===== src/rtl/pc_stack_if.sv =====
// Control/status bundle between the control-unit FSM (master) and the program
// counter with call/return stack (slave).
interface pc_stack_if #(
  parameter int AW    = 7,
  parameter int OFFW  = 8,
  parameter int DEPTH = 4
);
  localparam int DW = $clog2(DEPTH + 1);

  logic            up;
  logic            ld;
  logic            br;
  logic            call;
  logic            ret;
  logic [AW-1:0]   target;
  logic [OFFW-1:0] off;
  logic [AW-1:0]   mem_addr;
  logic [DW-1:0]   depth;
  logic            empty;
  logic            full;
  logic            ovf;
  logic            unf;

  modport master (
    output up, ld, br, call, ret, target, off,
    input  mem_addr, depth, empty, full, ovf, unf
  );

  modport slave (
    input  up, ld, br, call, ret, target, off,
    output mem_addr, depth, empty, full, ovf, unf
  );
endinterface


===== src/rtl/pc_stack.sv =====
// Program counter with absolute jump, signed relative branch and a LIFO
// return-address stack; one action per cycle, priority Call > Ret > Ld > Br > Up.
module pc_stack #(
  parameter int AW    = 7,
  parameter int OFFW  = 8,
  parameter int DEPTH = 4
) (
  input  logic       clk,
  input  logic       rst,
  pc_stack_if.slave  bus
);
  localparam int DW = $clog2(DEPTH + 1);
  localparam int IW = (DEPTH > 1) ? $clog2(DEPTH) : 1;
  localparam int EW = (AW > OFFW) ? AW : OFFW;

  logic [AW-1:0] addr_q,  addr_d;
  logic [DW-1:0] depth_q, depth_d;
  logic          ovf_q,   ovf_d;
  logic          unf_q,   unf_d;
  logic [AW-1:0] stack_q [2**IW];

  logic          empty_s;
  logic          full_s;
  logic          push_s;
  logic [AW-1:0] next_addr_s;
  logic [AW-1:0] br_addr_s;
  logic [EW-1:0] br_sum_s;
  logic [IW-1:0] wr_idx_s;
  logic [IW-1:0] rd_idx_s;

  assign empty_s     = (depth_q == {DW{1'b0}});
  assign full_s      = (depth_q == DW'(DEPTH));
  assign next_addr_s = addr_q + AW'(1);
  assign wr_idx_s    = IW'(depth_q);
  assign rd_idx_s    = IW'(depth_q - DW'(1));

  // Branch offset is sign-extended to the wider of the two widths before the add.
  assign br_sum_s  = EW'(addr_q) + EW'($signed(bus.off));
  assign br_addr_s = br_sum_s[AW-1:0];

  // Next-state selection by fixed action priority.
  always_comb begin
    addr_d  = addr_q;
    depth_d = depth_q;
    ovf_d   = ovf_q;
    unf_d   = unf_q;
    push_s  = 1'b0;
    if (bus.call) begin
      if (full_s) begin
        ovf_d = 1'b1;
      end else begin
        push_s  = 1'b1;
        depth_d = depth_q + DW'(1);
        addr_d  = bus.target;
      end
    end else if (bus.ret) begin
      if (empty_s) begin
        unf_d = 1'b1;
      end else begin
        addr_d  = stack_q[rd_idx_s];
        depth_d = depth_q - DW'(1);
      end
    end else if (bus.ld) begin
      addr_d = bus.target;
    end else if (bus.br) begin
      addr_d = br_addr_s;
    end else if (bus.up) begin
      addr_d = next_addr_s;
    end else begin
      addr_d = addr_q;
    end
  end

  // Architectural state with asynchronous clear.
  always_ff @(posedge clk or posedge rst) begin
    if (rst) begin
      addr_q  <= {AW{1'b0}};
      depth_q <= {DW{1'b0}};
      ovf_q   <= 1'b0;
      unf_q   <= 1'b0;
    end else begin
      addr_q  <= addr_d;
      depth_q <= depth_d;
      ovf_q   <= ovf_d;
      unf_q   <= unf_d;
    end
  end

  // Stack storage needs no reset: entries at or above depth are never read.
  always_ff @(posedge clk) begin
    if (push_s) begin
      stack_q[wr_idx_s] <= next_addr_s;
    end
  end

  assign bus.mem_addr = addr_q;
  assign bus.depth    = depth_q;
  assign bus.empty    = empty_s;
  assign bus.full     = full_s;
  assign bus.ovf      = ovf_q;
  assign bus.unf      = unf_q;
endmodule


===== src/flat_wrapper.sv =====
// flat-port wrapper written by rule: the top's interface ports become plain ports
module pc_stack_flat 
#(
  parameter int AW    = 7,
  parameter int OFFW  = 8,
  parameter int DEPTH = 4
)
  (clk, rst, bus_up, bus_ld, bus_br, bus_call, bus_ret, bus_target, bus_off, bus_mem_addr, bus_depth, bus_empty, bus_full, bus_ovf, bus_unf);
  pc_stack_if #(.AW(AW), .OFFW(OFFW), .DEPTH(DEPTH)) bus_i ();
  input  logic clk;
  input  logic rst;
  input wire logic [$bits(bus_i.up)-1:0] bus_up;
  input wire logic [$bits(bus_i.ld)-1:0] bus_ld;
  input wire logic [$bits(bus_i.br)-1:0] bus_br;
  input wire logic [$bits(bus_i.call)-1:0] bus_call;
  input wire logic [$bits(bus_i.ret)-1:0] bus_ret;
  input wire logic [$bits(bus_i.target)-1:0] bus_target;
  input wire logic [$bits(bus_i.off)-1:0] bus_off;
  output wire logic [$bits(bus_i.mem_addr)-1:0] bus_mem_addr;
  output wire logic [$bits(bus_i.depth)-1:0] bus_depth;
  output wire logic [$bits(bus_i.empty)-1:0] bus_empty;
  output wire logic [$bits(bus_i.full)-1:0] bus_full;
  output wire logic [$bits(bus_i.ovf)-1:0] bus_ovf;
  output wire logic [$bits(bus_i.unf)-1:0] bus_unf;
  assign bus_i.up = bus_up;
  assign bus_i.ld = bus_ld;
  assign bus_i.br = bus_br;
  assign bus_i.call = bus_call;
  assign bus_i.ret = bus_ret;
  assign bus_i.target = bus_target;
  assign bus_i.off = bus_off;
  assign bus_mem_addr = bus_i.mem_addr;
  assign bus_depth = bus_i.depth;
  assign bus_empty = bus_i.empty;
  assign bus_full = bus_i.full;
  assign bus_ovf = bus_i.ovf;
  assign bus_unf = bus_i.unf;
  pc_stack #(.AW(AW), .OFFW(OFFW), .DEPTH(DEPTH)) u_core (.clk(clk), .rst(rst), .bus(bus_i));
endmodule

===== config.mk =====
export PLATFORM = sky130hd
export DESIGN_NAME = pc_stack_flat
export DESIGN_NICKNAME = d
export VERILOG_FILES = /design/src/rtl/pc_stack_if.sv /design/src/rtl/pc_stack.sv /design/src/flat_wrapper.sv
export SDC_FILE = /design/constraint.sdc
export NUM_CORES = 1
export LEC_CHECK = 0
export CORE_MARGIN = 3
export CORE_UTILIZATION = 30
export DETAILED_ROUTE_END_ITERATION = 6
export SYNTH_ARGS = -nofsm -noshare
export SYNTH_HDL_FRONTEND = slang
export SYNTH_SLANG_ARGS = --single-unit

===== constraint.sdc =====
create_clock -name clk -period 5.75 [get_ports clk]
set_input_delay 1.15 -clock clk [delete_from_list [all_inputs] [get_ports clk]]
set_output_delay 1.15 -clock clk [all_outputs]
set_load 0.05 [all_outputs]

==> results by group, run 1 <==
Pwr
  • Clock power frac: 12.4%
  • Psw: 0.624 mW
  • Largest vdd supply drop: 0.319 mV
  • Power Total: approximately 1.4 mW
  • Switching share of total power: 43.4%
  • Internal power: about 0.8 mW
  • Leak Pwr: roughly 1.1 nW
  • Share of total power in sequential cells: 36.7%
  • Combinational power share: 50.9%
  • Power density over cell area: 517 nW/µm²

Critical path
  • Slowest-stage cell, CP: clkdlybuf4s50_1
  • Crit path buf inv count: 2
  • CP Capture Type: output pin
  • Crit-path leading delay family: buffers and inverters
  • Arr. time, crit path: 2.55 ns
  • CP Cell Sequence: inv_1, ha_1, nor2b_4, clkdlybuf4s50_1
  • Worst path max stage delay: around 0.82 ns
  • FF-to-FF path depth: 7
  • R2r endpoint: u_core.bus.mem_addr[2]$_DFFE_PP0P_
  • Element type at the critical path start: flip-flop
  • WP data required: 4.60 ns
  • Reg2reg start: u_core.bus.depth[0]$_DFFE_PP0P_
  • CP Max Fanout: 12
  • R2R setup slack: 3.21 ns
  • Critical path class: flip-flop to output pin

STA
  • Final period utilization: about 64%
  • Setup violators final: 0
  • Fin crit period: 3.70 ns
  • Setup_tns: 0 ns
  • RSZ-0062 raised after global routing: no
  • Slew HR: 40.8%
  • Slew Viols, Final: 0
  • Worst slew pin tran: slightly below 0.9 ns
  • FMAX: ~0.27 GHz
  • Final Hold Viols: 0
  • Max Clock Skew: 0.00477 ns

Final layout
  • Post-route cell area: 2780 µm²
  • Area delta synth->final: 21.0%
  • Filler cells: approximately 700
  • Share of layout cells above drive strength 1: 6.93%
  • Net count, final: 265
  • ANT cells: 0

Synth
  • Post-synthesis simple-gate area fraction: 11.7%
  • Syn_area_per_cell: 11.6 µm²
  • Mux cell area share after synthesis: 9.35%
  • Async S/R FF share, synth: 30.0%
  • FF+latch count, synth: 40
  • Post-Synth Adder-Cell Area: 7.40%
  • Synth Flop Type: edfxtp_1
  • YS warnings: 0
  • Syn nets: around 230
  • Synth cell types: 49
  • Main combinational cell family by area after synthesis: compound AO/OA/AOI/OAI gates
  • Post-synthesis instance total: 199
  • Post-synthesis sequential area ratio: between 40% and 50%
  • Post-Syn Area: 2300 µm²
  • Number of flops mapped to enable cells by yosys: 28
  • Synth Area in XOR/XNOR: 3.43%
  • Synth Area in Compound Gates: 13.8%

Drt
  • Routed len/inst: 16.0 µm
  • DRT iter0 DRCs: ~120
  • Detail Route Antenna Nets: 0
  • Via Count: approximately 1.7k
  • DRT Wirelength: 5.29 mm
  • First-pass detailed-route iteration total: 4
  • Drt drc: 0
  • Via/cell ratio: about 5

Placement
  • DP Wirelength: 3.90 mm
  • Port Buf Inserts: 34
  • GPL Wtd Cong: about 0.81
  • Placement Cell Area: 2700 µm²

Global route
  • GR Util All Layers: 12.4%
  • Largest net degree at the start of global routing: 28
  • First-pass GRT wire length: 8.38 mm
  • Initial antenna violation count: 0
  • Vias in the first global route: 1595
  • Grt total ovfl: 0

Floorplan
  • Die height: 93.6 µm
  • IO Count: 36
  • Starting Density: about a third
  • Core ar.: 7330 µm²
  • Num rows: 31
  • Die X: 93.6 µm
  • DIE AREA: 8760 µm²

Clock tree
  • Max H-tree Level: 2
  • CTS Buffer Depth: 2
  • Clk pin slew, worst setup/hold paths: 0.08 ns
  • Clk_lat worst skew: 0.29 ns
  • Root Driver: clkbuf_8
  • CTS tree: built
  • Hold_buf cts: 0
  • Num CTS Buffers: 5
  • Clock Sink Count: 40
  • Setup Fix Bufs, Post-CTS: 0
  • PostCTS Resize Cnt: 0

Job
  • Max_cap viols: 0

Min path
  • Hold endpoint: u_core.bus.unf$_DFFE_PP0P_
  • Min-delay worst type: flip-flop to flip-flop
  • Hold path start: u_core.bus.unf$_DFFE_PP0P_
  • Hold path depth: 1

Status
  • Status: completed
-- final cells by class --
type                       instances  area [µm²]  share of cell area (%)
timing repair buffer              34         340                    12.2
inverter                          12        45.0                    1.62
clock buffer                       5        68.8                    2.47
tap                               99         124                    4.45
multi-input combinational        137        1050                    37.8
clock inverter                     3        13.8                   0.494
sequential                        40        1140                    41.0
-- power groups by stage --
stage / registers, mW / clock network (mW) / logic [mW]
floorplan: 0.631 / 0 / 0.425
global placement: 0.532 / 0 / 0.722
detailed placement: 0.536 / 0 / 0.733
CTS: 0.530 / 0.184 / 0.735
global route: 0.544 / 0.196 / 0.791
finish: 0.528 / 0.179 / 0.731
-- cell usage in the layout (no fill, tap or decap), types with 2 or more instances in the layout --
cell type        count
inv_1               12
mux4_2               5
a21o_1               2
nand3_1              6
and3_1               3
a31oi_1              4
nor2_1              12
edfxtp_1            28
xor2_1               4
o22a_1               2
a21oi_1             11
o21ai_0             15
o21ai_1              3
mux2i_1              5
nor2b_1              3
nand2_1             14
a211oi_1             3
ha_1                12
mux4_1               2
nor3_2               2
nor3_1               3
clkbuf_8             5
dfrtp_1             12
xnor2_1              5
clkinv_2             2
clkdlybuf4s50_1     34
-- worst max path at each step --
stage / startpoint / end / slack [ns] / cells after the start
3_3_place_gp: u_core.bus.depth[0]$_DFFE_PP0P_ / bus_empty / 2.38 / 4
6_report: u_core.bus.depth[0]$_DFFE_PP0P_ / bus_empty / 2.05 / 4
4_1_cts: u_core.bus.depth[0]$_DFFE_PP0P_ / bus_empty / 2.00 / 4
3_5_place_dp: u_core.bus.depth[0]$_DFFE_PP0P_ / bus_empty / 2.32 / 4
2_1_floorplan: u_core.bus.depth[0]$_DFFE_PP0P_ / bus_full / 2.99 / 6
5_1_grt: u_core.bus.depth[0]$_DFFE_PP0P_ / bus_empty / 1.87 / 4
-- kinds of logic (layout without fill, tap and decap cells) --
group	after synthesis	count (layout)
xor gates and xnor gates	9	9
DFF	40	40
adders and majority gates	13	13
muxes	12	12
buffers and inverters	22	54
AOI/OAI and AO/OA	51	51
and+or+nand+nor	52	52
-- synth_stat cells (2+ instances only) --
| cell type | count | area share, % |
|---|---|---|
| a211oi_1 | 3 | 0.98 |
| a21o_1 | 2 | 0.65 |
| a21oi_1 | 11 | 2.4 |
| a31oi_1 | 4 | 1.1 |
| and3_1 | 3 | 0.82 |
| buf_2 | 2 | 0.44 |
| buf_4 | 2 | 0.65 |
| buf_6 | 2 | 0.98 |
| clkbuf_1 | 3 | 0.49 |
| dfrtp_1 | 12 | 13 |
| edfxtp_1 | 28 | 37 |
| ha_1 | 12 | 6.5 |
| inv_1 | 12 | 2.0 |
| mux2i_1 | 5 | 2.2 |
| mux4_1 | 2 | 2.3 |
| mux4_2 | 5 | 4.9 |
| nand2_1 | 14 | 2.3 |
| nand3_1 | 6 | 1.3 |
| nor2_1 | 12 | 2.0 |
| nor2b_1 | 3 | 0.82 |
| nor3_1 | 3 | 0.65 |
| nor3_2 | 2 | 0.87 |
| o21ai_0 | 15 | 3.3 |
| o21ai_1 | 3 | 0.65 |
| o22a_1 | 2 | 0.76 |
| xnor2_1 | 5 | 1.9 |
| xor2_1 | 4 | 1.5 |
-- layer usage --
metal	track usage, %	routed length [µm]	vias up
met5	0	0	-
met4	2.17	21	0
met2	17.7	2290	71
met3	2.98	442	3
met1	19.2	2540	809
li1	-	-	809
-- state kept, by name (all words and copies together), names as in the netlist --
| register | count |
|---|---|
| u_core.bus.depth | 3 |
| u_core.bus.mem_addr | 7 |
| u_core.bus.ovf | 1 |
| u_core.bus.unf | 1 |
| u_core.stack_q | 28 |
-- through the flow --
| stage | cells | worst slack (ns) | util, % | hold WS, ns |
|---|---|---|---|---|
| after floorplan | 199 | 2.99 | - | 0.720 |
| after global placement | 322 | 2.38 | 36.8 | 0.444 |
| after CTS | 330 | 2.00 | 38.0 | 0.465 |
| after global routing | 330 | 1.87 | 38.0 | 0.489 |
| after detailed placement | 322 | 2.32 | 36.8 | 0.450 |
| final | 330 | 2.05 | 38.0 | 0.466 |
No activity file was read; power rests on OpenSTA's default activity.
==> run 2: changes to the inputs <==
==> constraint.sdc (replaced) <==
create_clock -name clk -period 3.5 [get_ports clk]
set_input_delay 0.7 -clock clk [delete_from_list [all_inputs] [get_ports clk]]
set_output_delay 0.7 -clock clk [all_outputs]
set_load 0.05 [all_outputs]
==> run 2 against run 1 <==
  * Worst hold slack better by 0.0023 ns
  * Sequential power up 59%
  * Core utilization rose by 0.38 points
  * Non-clock buffer count rose by 4
  * Critical endpoint unchanged
  * Critical path type unchanged
  * Sequential share of layout area down 0.40 points
  * Clock-buffer cell count is 2 higher
  * Clock skew rose by 0.0023 ns
  * First-iteration DRC count grew 22%
  * Largest cell class unchanged
  * Via count decreased by 1.4%
  * Highest routed layer unchanged
  * Total power increased by 66%
==> results by group, run 2 (same netlist as run 1, synthesis figures left out) <==
Final layout
  • Largest register FFs: 28 (unchanged)
  • Reg area: 1140 µm² (unchanged)
  • Multi-input logic area: 1050 µm² (unchanged)
  • Filler cells: 705 (-1.7%)
  • Most frequent cells in the layout: clkdlybuf4s50_1 (34), edfxtp_1 (28), o21ai_0 (15), nand2_1 (14)
  • ANT cells: 0 (unchanged)
  • Most common cell after layout, fill and taps aside: clkdlybuf4s50_1
  • Share of layout cells above drive strength 1: 7.66% (+0.73 points)
  • Area delta synth->final: 22.2%
  • Largest Register: u_core.stack_q
  • Final core utilization: 38.4% (+0.38 points)
  • Net count, final: 269 (+1.5%)

Floorplan
  • IO Count: 36 (unchanged)
  • Core ar.: 7330 µm² (unchanged)
  • DIE AREA: 8760 µm² (unchanged)
  • Num rows: 31 (unchanged)
  • Die X: 93.6 µm (unchanged)
  • Starting Density: 31.4% (unchanged)
  • Die height: 93.6 µm (unchanged)

Clock tree
  • Root Driver: clkbuf_8
  • CTS Buffer Depth: 2 (unchanged)
  • PostCTS Resize Cnt: 0 (unchanged)
  • Setup Fix Bufs, Post-CTS: 0 (unchanged)
  • Clock Sink Count: 40 (unchanged)
  • CTS tree: built
  • Max H-tree Level: 2 (unchanged)
  • Clk pin slew, worst setup/hold paths: 0.08 ns (about the same)
  • Hold_buf cts: 0 (unchanged)
  • Clk_lat worst skew: 0.30 ns (about the same)
  • Num CTS Buffers: 5 (unchanged)

Global route
  • Grt total ovfl: 0 (unchanged)
  • First-pass GRT wire length: 8.32 mm (-0.66%)
  • Vias in the first global route: 1561 (-2.1%)
  • GR Util All Layers: 12.5% (+0.14 points)
  • Largest net degree at the start of global routing: 17 (-39%)
  • Initial antenna violation count: 0 (unchanged)

Critical path
  • Critical path class: flip-flop to output pin
  • CP Cell Sequence: inv_1, ha_1, nor2b_4, clkdlybuf4s50_1
  • WP data required: 2.80 ns (-1.80 ns)
  • Element type at the critical path start: flip-flop
  • CP Capture Type: output pin
  • Slowest-stage cell, CP: clkdlybuf4s50_1
  • CP Max Fanout: 9 (-3)
  • Worst path max stage delay: 0.82 ns (about the same)
  • Arr. time, crit path: 2.30 ns (-0.25 ns)

STA
  • RSZ-0062 raised after global routing: no
  • Slew HR: 61.9% (+21 points)
  • Final period utilization: 85.6%
  • FMAX: ~0.33 GHz
  • Max Clock Skew: 0.00707 ns (+0.00230 ns)
  • Setup_tns: 0 ns (unchanged)
  • Worst slew pin tran: 0.572 ns (-0.313 ns)
  • Final Hold Viols: 0 (unchanged)
  • Fin crit period: 3.00 ns
  • Slew Viols, Final: 0 (unchanged)
  • Setup violators final: 0 (unchanged)

Drt
  • Routed len/inst: 16.1 µm (+0.48%)
  • Detail Route Antenna Nets: 0 (unchanged)
  • Via Count: 1668 (-1.4%)
  • Drt drc: 0 (unchanged)
  • DRT Wirelength: 5.38 mm (+1.7%)
  • Via/cell ratio: 4.99 (-2.6%)
  • DRT iter0 DRCs: 142 (+22%)
  • First-pass detailed-route iteration total: 4 (unchanged)

Placement
  • DP Wirelength: 4.01 mm (+2.8%)
  • Port Buf Inserts: 34 (unchanged)
  • GPL Wtd Cong: 0.837 (+3.8%)

Pwr
  • Leak Pwr: 1.07 nW (+1.3%)
  • Largest vdd supply drop: 0.515 mV (+61%)
  • Power density over cell area: 851 nW/µm² (+65%)

Status
  • Status: completed

Min path
  • Min-delay worst type: flip-flop to flip-flop

Job
  • Max_cap viols: 0 (unchanged)
-- run 2: path summary, 6_finish.rpt --
check                                                         from                                 end  slack (ns)  cells past startpoint
worst max-delay path               u_core.bus.depth[1]$_DFFE_PP0P_                           bus_empty        0.50                      4
worst min-delay path                    u_core.bus.unf$_DFFE_PP0P_          u_core.bus.unf$_DFFE_PP0P_        0.47                      1
worst max register to register  u_core.bus.mem_addr[0]$_DFFE_PP0P_  u_core.bus.mem_addr[6]$_DFFE_PP0P_        1.35                      7
worst min register to register          u_core.bus.unf$_DFFE_PP0P_          u_core.bus.unf$_DFFE_PP0P_        0.47                      1
max in group asynchronous                                      rst  u_core.bus.mem_addr[1]$_DFFE_PP0P_        2.37                      2
min in group asynchronous                                      rst          u_core.bus.unf$_DFFE_PP0P_        0.75                      2
-- run 2: per-stage QoR --
stage	total power, mW	hold WS, ns	worst slack [ns]	instances	instance area [µm²]
2_1_floorplan	1.73	0.565	1.16	199	2300
3_3_place_gp	2.09	0.442	0.679	326	2730
3_5_place_dp	2.11	0.458	0.714	326	2730
4_1_cts	2.41	0.477	0.483	334	2810
5_1_grt	2.54	0.495	0.365	334	2810
6_report	2.39	0.468	0.503	334	2810
-- run 2: area by class of cell --
type                            instances  share of cell area, %
Sequential cell                        40                   40.6
Inverter                               12                   1.60
Clock inverter                          1                  0.134
Timing Repair Buffer                   38                   13.2
Tap cell                               99                   4.41
Multi-Input combinational cell        137                   37.4
Clock buffer                            7                   2.71
-- run 2: metal layers --
metal	vias up	wire length, µm	global-route usage, %
met5	-	0	0
met4	0	25	1.81
met3	3	402	5.07
met2	53	2380	18.0
met1	799	2570	18.2
li1	813	-	-
-- run 2: power by group --
| group | switching (mW) | total, mW | leakage (nW) | internal, mW |
|---|---|---|---|---|
| combinational | 0.759 | 1.26 | 0.633 | 0.497 |
| clock | 0.160 | 0.299 | 0.0399 | 0.139 |
| sequential | 0.121 | 0.839 | 0.394 | 0.717 |
| total | 1.04 | 2.39 | 1.07 | 1.35 |
-- run 2: worst max-delay path, delay by kind of cell, from the launching register on --
kind          cells  cell delay [ns]
simple gates      1             0.26
flops             1             0.46
fa+ha+maj         1             0.32
buf+inv           2             0.95
